$ cat src/rtl/pipe_pkg.sv
// Shared types for the MEM->WB pipeline stage: occupancy encoding and the
// write-back payload shape at the default widths.
package pipe_pkg;

    localparam int PIPE_DATA_W     = 32;
    localparam int PIPE_REG_ADDR_W = 5;

    // Number of entries held by the elastic stage.
    typedef enum logic [1:0] {
        EMPTY = 2'd0,
        ONE   = 2'd1,
        FULL  = 2'd2
    } occ_t;

    // Write-back payload; control bits first so a flush only touches the MSBs.
    typedef struct packed {
        logic                       mem_to_reg;
        logic                       reg_write;
        logic [PIPE_DATA_W-1:0]     dm_rdata;
        logic [PIPE_DATA_W-1:0]     wd;
        logic [PIPE_REG_ADDR_W-1:0] wr;
    } wb_payload_t;

endpackage

$ cat src/rtl/wb_payload_reg.sv
// One write-back payload entry (used for both head and skid). Updates on the
// falling clock edge like the rest of the pipeline. A clear drops only the
// control bits; the data fields are left as they are.
module wb_payload_reg
    import pipe_pkg::*;
#(
    parameter type entry_t = wb_payload_t
)
(
    input  logic   clk,
    input  logic   rst,
    input  logic   i_load,
    input  logic   i_clr,
    input  entry_t i_d,
    output entry_t o_q
);

    entry_t r_q;

    // Entry storage: reset zeroes everything, clear beats load.
    always_ff @(negedge clk or posedge rst) begin
        if (rst) begin
            r_q <= '0;
        end else if (i_clr) begin
            r_q.mem_to_reg <= 1'b0;
            r_q.reg_write  <= 1'b0;
        end else if (i_load) begin
            r_q <= i_d;
        end
    end

    assign o_q = r_q;

endmodule

$ cat src/rtl/wb_pipe_stage.sv
// Elastic MEM->WB stage: 2-entry skid buffer (head + skid) with registered
// upstream ready, flush, and a write-enable that is gated by valid.
// Optional statistics counters are enabled with the PIPE_STAT_EN macro.
module wb_pipe_stage
    import pipe_pkg::*;
#(
    parameter int DATA_W     = PIPE_DATA_W,
`ifdef PIPE_STAT_EN
    parameter int STAT_W     = 16,
`endif
    parameter int REG_ADDR_W = PIPE_REG_ADDR_W
)
(
    input  logic                  clk,
    input  logic                  rst,
    input  logic                  flush,
    input  logic                  in_valid,
    output logic                  in_ready,
    input  logic                  in_mem_to_reg,
    input  logic                  in_reg_write,
    input  logic [DATA_W-1:0]     in_dm_rdata,
    input  logic [DATA_W-1:0]     in_wd,
    input  logic [REG_ADDR_W-1:0] in_wr,
    output logic                  out_valid,
    input  logic                  out_ready,
    output logic                  out_mem_to_reg,
    output logic                  out_reg_write,
    output logic [DATA_W-1:0]     out_dm_rdata,
    output logic [DATA_W-1:0]     out_wd,
    output logic [REG_ADDR_W-1:0] out_wr
`ifdef PIPE_STAT_EN
    ,
    input  logic                  stat_clr,
    output logic [STAT_W-1:0]     stall_cnt,
    output logic [STAT_W-1:0]     bubble_cnt
`endif
);

    // Same field layout as wb_payload_t, sized by this instance's parameters.
    typedef struct packed {
        logic                  mem_to_reg;
        logic                  reg_write;
        logic [DATA_W-1:0]     dm_rdata;
        logic [DATA_W-1:0]     wd;
        logic [REG_ADDR_W-1:0] wr;
    } payload_t;

    occ_t     r_state;
    occ_t     w_state_next;
    logic     r_in_ready;
    logic     w_out_valid;
    logic     w_accept;
    logic     w_drain;
    logic     w_head_load;
    logic     w_head_from_skid;
    logic     w_skid_load;
    payload_t w_in_entry;
    payload_t w_head_d;
    payload_t w_head_q;
    payload_t w_skid_q;

    assign w_in_entry = '{mem_to_reg: in_mem_to_reg, reg_write: in_reg_write,
                          dm_rdata: in_dm_rdata, wd: in_wd, wr: in_wr};

    assign w_out_valid = (r_state != EMPTY);
    assign w_accept    = in_valid & r_in_ready & ~flush;
    assign w_drain     = w_out_valid & out_ready;

    // Occupancy next-state and entry load controls; flush overrides everything.
    always_comb begin
        w_state_next     = r_state;
        w_head_load      = 1'b0;
        w_head_from_skid = 1'b0;
        w_skid_load      = 1'b0;
        if (flush) begin
            w_state_next = EMPTY;
        end else begin
            case (r_state)
                EMPTY: begin
                    if (w_accept) begin
                        w_state_next = ONE;
                        w_head_load  = 1'b1;
                    end
                end
                ONE: begin
                    if (w_accept && w_drain) begin
                        w_head_load = 1'b1;
                    end else if (w_accept) begin
                        w_state_next = FULL;
                        w_skid_load  = 1'b1;
                    end else if (w_drain) begin
                        w_state_next = EMPTY;
                    end
                end
                FULL: begin
                    // Skid refills the head so order is preserved.
                    if (w_drain) begin
                        w_state_next     = ONE;
                        w_head_load      = 1'b1;
                        w_head_from_skid = 1'b1;
                    end
                end
                default: begin
                    w_state_next = EMPTY;
                end
            endcase
        end
    end

    // State register; in_ready is registered from the next state.
    always_ff @(negedge clk or posedge rst) begin
        if (rst) begin
            r_state    <= EMPTY;
            r_in_ready <= 1'b1;
        end else begin
            r_state    <= w_state_next;
            r_in_ready <= (w_state_next != FULL);
        end
    end

    assign w_head_d = w_head_from_skid ? w_skid_q : w_in_entry;

    wb_payload_reg #(.entry_t(payload_t)) u_head (
        .clk    (clk),
        .rst    (rst),
        .i_load (w_head_load),
        .i_clr  (flush),
        .i_d    (w_head_d),
        .o_q    (w_head_q)
    );

    wb_payload_reg #(.entry_t(payload_t)) u_skid (
        .clk    (clk),
        .rst    (rst),
        .i_load (w_skid_load),
        .i_clr  (flush),
        .i_d    (w_in_entry),
        .o_q    (w_skid_q)
    );

    assign in_ready       = r_in_ready;
    assign out_valid      = w_out_valid;
    assign out_mem_to_reg = w_head_q.mem_to_reg;
    // A bubble must never write the register file.
    assign out_reg_write  = w_head_q.reg_write & w_out_valid;
    assign out_dm_rdata   = w_head_q.dm_rdata;
    assign out_wd         = w_head_q.wd;
    assign out_wr         = w_head_q.wr;

`ifdef PIPE_STAT_EN
    logic [STAT_W-1:0] r_stall_cnt;
    logic [STAT_W-1:0] r_bubble_cnt;

    // Saturating stall/bubble counters; flush does not touch them.
    always_ff @(negedge clk or posedge rst) begin
        if (rst) begin
            r_stall_cnt  <= '0;
            r_bubble_cnt <= '0;
        end else if (stat_clr) begin
            r_stall_cnt  <= '0;
            r_bubble_cnt <= '0;
        end else begin
            if (w_out_valid && !out_ready && !(&r_stall_cnt)) begin
                r_stall_cnt <= r_stall_cnt + STAT_W'(1);
            end
            if (!w_out_valid && !(&r_bubble_cnt)) begin
                r_bubble_cnt <= r_bubble_cnt + STAT_W'(1);
            end
        end
    end

    assign stall_cnt  = r_stall_cnt;
    assign bubble_cnt = r_bubble_cnt;
`endif

endmodule

$ cat config.mk
export PLATFORM = sky130hd
export DESIGN_NAME = wb_pipe_stage
export DESIGN_NICKNAME = d
export VERILOG_FILES = /design/src/rtl/pipe_pkg.sv /design/src/rtl/wb_payload_reg.sv /design/src/rtl/wb_pipe_stage.sv
export SDC_FILE = /design/constraint.sdc
export NUM_CORES = 1
export LEC_CHECK = 0
export CAP_MARGIN = 0
export CORE_UTILIZATION = 25
export CTS_CLUSTER_DIAMETER = 150
export DETAILED_ROUTE_END_ITERATION = 10
export PLACE_DENSITY = 0.53
export SYNTH_ARGS = -nofsm -noshare
export SYNTH_HDL_FRONTEND = slang
export SYNTH_SLANG_ARGS = --single-unit
$ cat constraint.sdc
create_clock -name clk -period 5.35 [get_ports clk]
set_input_delay 1.07 -clock clk [delete_from_list [all_inputs] [get_ports clk]]
set_output_delay 1.07 -clock clk [all_outputs]
set_load 0.01 [all_outputs]
After elaboration in Yosys (flattened, before gate mapping)
Cells that the tools add are included.
{ "word_totals": {"reg_bits": 145, "inputBits": 76, "output_inout_bits": 73, "word_cells": 49} }
{ "op_classes": {"eq_ne": 3, "mux": 22, "bitwise_logic": 5, "n_reduce_logical": 7} }
{ "ops": {"columns": ["cell", "n"], "rows": [
  ["2-to-1 mux 71 bit", 3],
  ["2-to-1 mux 2 bit", 8],
  ["2-to-1 mux 1 bit", 9],
  ["one-hot mux 2 bit (3 select lines)", 1],
  ["nonzero test 2 bit", 3],
  ["AND 1 bit", 4],
  ["AND reduction 2 bit", 2],
  ["one-hot mux 1 bit (3 select lines)", 1],
  ["equality test 2 x 1 -> 1 bit (second input constant)", 1],
  ["equality test 2 bit (second input constant)", 1],
  ["logical NOT 2 bit", 1],
  ["!= test 2 bit (second input constant)", 1],
  ["logical AND 1 bit", 1],
  ["inverter 1 bit", 1]
]} }

Logic depth before layout (Yosys ltp)
{ "logic_depth": {"ltp_word": 8, "mapped_depth": 7, "ltp_nobuf": 4} }

Hierarchy
A second synthesis with hierarchy kept.
{ "hier_totals": {"hier_cells": 407, "hier_area_um2": 6522.5} }
{ "modules_own_cells": {"columns": ["mod", "instances", "cells_per_inst", "area_per_inst_um2", "seq_area_each_um2"], "rows": [
  ["wb_payload_reg", 2, 154, 2716.4, 1776.7],
  ["wb_pipe_stage", 1, 99, 1089.8, 76.3]
]} }

==> reports/results.tsv <==
stage	metric	value	unit
sta	hold_violations	0	
clocking	cts_buffers	17	
detailed_routing	drtIter0Drc	122	
finish	register_area	3630	µm²
logic_synthesis	synth_seq_area_share	50.4	%
placement	io_buffers	148	
pwr	leakagePower	0.00410	µW
detailed_routing	dr.pass1.iters	4	
sta	final.setup.tns	0	ns
setup_path	critPathMaxFanout	2	
detailed_routing	vias	4103	
grt	grt-ovfl-total	0	
setup_path	cp_slowest_cell	dfrtn_1	
floorplanning	ios	149	
setup_path	worstPathArrival	4.16	ns
job	max_cap_viol_count	0	
placement	gp_congestion	0.689	
logic_synthesis	ys_types	30	
sta	max_slew.worst_pin.slew	0.586	ns
sta	worst_slew_margin_rel	60.9	%
logic_synthesis	ys_ff_latch	145	
sta	setup_viol	0	
floorplanning	die_x	172	µm
grt	antenna_found_initial	2	
pwr	netSwitchingPower	908	µW
detailed_routing	wirelength	14900	µm
setup_path	timing.rr.end	u_skid.o_q[19]	
logic_synthesis	synth_area_per_cell	13.0	µm²
grt	grt_max_degree	73	
detailed_routing	drc	0	
pwr	ir_worst_vdd	0.146	mV
placement	dp.cells	1015	
clocking	htreeDepth	4	
setup_path	crit_chain	or2_2, and2_1, dlygate4sd2_1	
grt	grt_pass1_wl	23800	µm
floorplanning	start_util	25.6	%
sta	drv_slew	0	
setup_path	endpoint	out_reg_write	
sta	hold-worst-slack	0.422	ns
grt	grt_pass1_vias	4305	
status	status	finished, final reports clean	
finish	fillers	2870	
grt	grtUsageTotal	10.7	%
pwr	internal-power	2700	µW
pwr	p_total	3610	µW
logic_synthesis	yosysWarnings	0	
clocking	clk_latency	0.44	ns
placement	hpwl	10200	µm
floorplanning	row_count	61	
logic_synthesis	synthesis.nets	632	
clocking	clock_path_buffers	2	
sta	rsz0062_at_grt	false	
floorplanning	die_h	172	µm
worst_hold_path	hold_depth	2	
clocking	cts_root_buffer	clkbuf_16	
setup_path	slowest_delay	0.34	ns
setup_path	critPathCaptureType	primary output	
sta	skew	0.0478	ns
detailed_routing	detail-route-antenna-nets	0	
finish	nets	733	
pwr	power_frac_clock	35.7	%
worst_hold_path	worstHoldPathType	reg2reg	
setup_path	worst-setup-path-type	reg2out	
floorplanning	core-area	28100	µm²
detailed_routing	viasPerCell	3.92	
clocking	tritoncts	built	
finish	finalNonFillerCells	1048	
setup_path	cp-start-kind	flop	
clocking	cts_sinks	145	
logic_synthesis	synthesis.area	7200	µm²
setup_path	worstReg2RegStart	in_ready	
pwr	swShare	25.2	%
pwr	p_comb_share	21.9	%
clocking	path_clk_slew	0.05	ns
finish	multi_input_area	2640	µm²
floorplanning	die_area	29500	µm²
finish	drive_above_1_share	25.3	%
setup_path	reg2reg_depth	5	
detailed_routing	wl_per_cell	14.2	µm
pwr	pwr-share-seq	42.4	%
setup_path	cp-startpoint	r_state[1]	
setup_path	worstPathRequired	4.28	ns
setup_path	reg2reg_slack	3.60	ns
pwr	power_density	385	nW/µm²
finish	final_util	33.3	%
finish	area_delta_synth_final	29.9	%
logic_synthesis	syn_inst	556	
## power groups by stage
stage / Sequential, µW / Combinational, µW / Clock [µW]
2_1_floorplan: 1500 / 609 / 2.34
3_3_place_gp: 1540 / 788 / 2.34
3_5_place_dp: 1540 / 802 / 2.34
4_1_cts: 1530 / 804 / 1330
5_1_grt: 1560 / 863 / 1380
6_report: 1530 / 790 / 1290
## Yosys cell counts
master	instances	area [µm²]
a21oi_1	3	15.0
a311oi_1	1	8.76
a41oi_4	1	27.5
and2_1	1	6.26
and2b_1	1	7.51
and3b_1	1	8.76
and4bb_4	1	16.3
buf_12	7	140
buf_4	72	541
buf_6	17	191
buf_8	1	15.0
clkbuf_2	4	20.0
dfrtn_1	144	3600
dfstp_2	1	26.3
inv_1	6	22.5
mux2_2	3	33.8
mux2_4	66	991
mux2i_1	71	711
nand2_1	70	263
nand2b_1	1	6.26
nand3b_1	3	22.5
nor2_1	4	15.0
nor3_1	1	5.00
o21ai_0	36	180
o21ai_1	5	25.0
o21ai_2	30	263
o22a_1	1	8.76
o2bb2ai_1	2	17.5
or2_2	1	6.26
or3_1	1	6.26
## per-stage QoR
| step | setup WS, ns | cell area, µm² |
|---|---|---|
| floorplan | -0.100 | 7210 |
| global placement | -0.153 | 8720 |
| detailed placement | -0.161 | 8720 |
| CTS | 0.0156 | 9340 |
| global route | 0.0418 | 9350 |
| finish | 0.117 | 9350 |
## how the worst min path moves through the flow
| stage | end | startpoint | slack (ns) |
|---|---|---|---|
| after floorplan | u_head.o_q[69] | u_head.o_q[69] | 0.41 |
| after global placement | u_head.o_q[12] | u_head.o_q[12] | 0.42 |
| after detailed placement | u_head.o_q[12] | u_head.o_q[12] | 0.43 |
| after CTS | u_head.o_q[12] | u_head.o_q[12] | 0.43 |
| after global routing | u_head.o_q[19] | u_head.o_q[19] | 0.44 |
| final | u_head.o_q[19] | u_head.o_q[19] | 0.42 |
## cell usage in the layout (no fill, tap or decap), types with 2 or more instances in the layout
master / synthesis / layout
a21oi_1: 3 / 3
buf_12: 7 / 17
buf_4: 72 / 18
bufinv_16: 0 / 4
clkbuf_16: 0 / 17
clkdlybuf4s50_1: 0 / 145
clkinv_2: 0 / 2
clkinv_4: 0 / 4
dfrtn_1: 144 / 144
dlygate4sd2_1: 0 / 3
inv_1: 6 / 5
inv_6: 0 / 2
mux2_2: 3 / 3
mux2_4: 66 / 66
mux2i_1: 71 / 71
nand2_1: 70 / 70
nand3b_1: 3 / 3
nor2_1: 4 / 4
o21ai_0: 36 / 36
o21ai_1: 5 / 5
o21ai_2: 30 / 30
o2bb2ai_1: 2 / 2
## worst max-delay path: cells and delay by family, from the launching register on
family	cells	cell delay, ns
buffers and inverters	1	0.30
AND/OR/NAND/NOR	2	0.46
flip-flops	1	0.34
## area by class of cell
type,instances,area share (%)
sequential,145,38.8
inverter,5,0.241
antenna,1,0.0268
multi-input combinational,304,28.3
clock inverter,13,1.99
clock buffer,19,4.74
timing repair buffer,183,20.9
tap,378,5.06
## registers in the layout, indices dropped and copies added (netlist names)
signal / flops
u_skid.o_q: 71
u_head.o_q: 71
in_ready: 1
r_state: 2
## layer usage
| layer | track usage (%) | share of wire [%] | vias up |
|---|---|---|---|
| li1 | - | - | 2044 |
| met1 | 13.7 | 47 | 1948 |
| met2 | 16.5 | 45 | 95 |
| met3 | 3.93 | 6.7 | 14 |
| met4 | 3.92 | 1.2 | 2 |
| met5 | 0 | 0.060 | - |
## cells by family after synthesis
family          share of synthesized area, %
flops                                   50.4
mux                                     24.1
buf+inv                                 12.9
simple gates                            5.04
compound gates                          7.57
## what timing repair did
action | 4_1_cts | 5_1_grt
setup buffers | 0 | 1
gates resized for setup | 3 | 0
hold endpoints to repair | 0 | 0
setup endpoints to repair | 3 | 1
hold buffers | 0 | 0
Power figures use the tool's default switching activity.
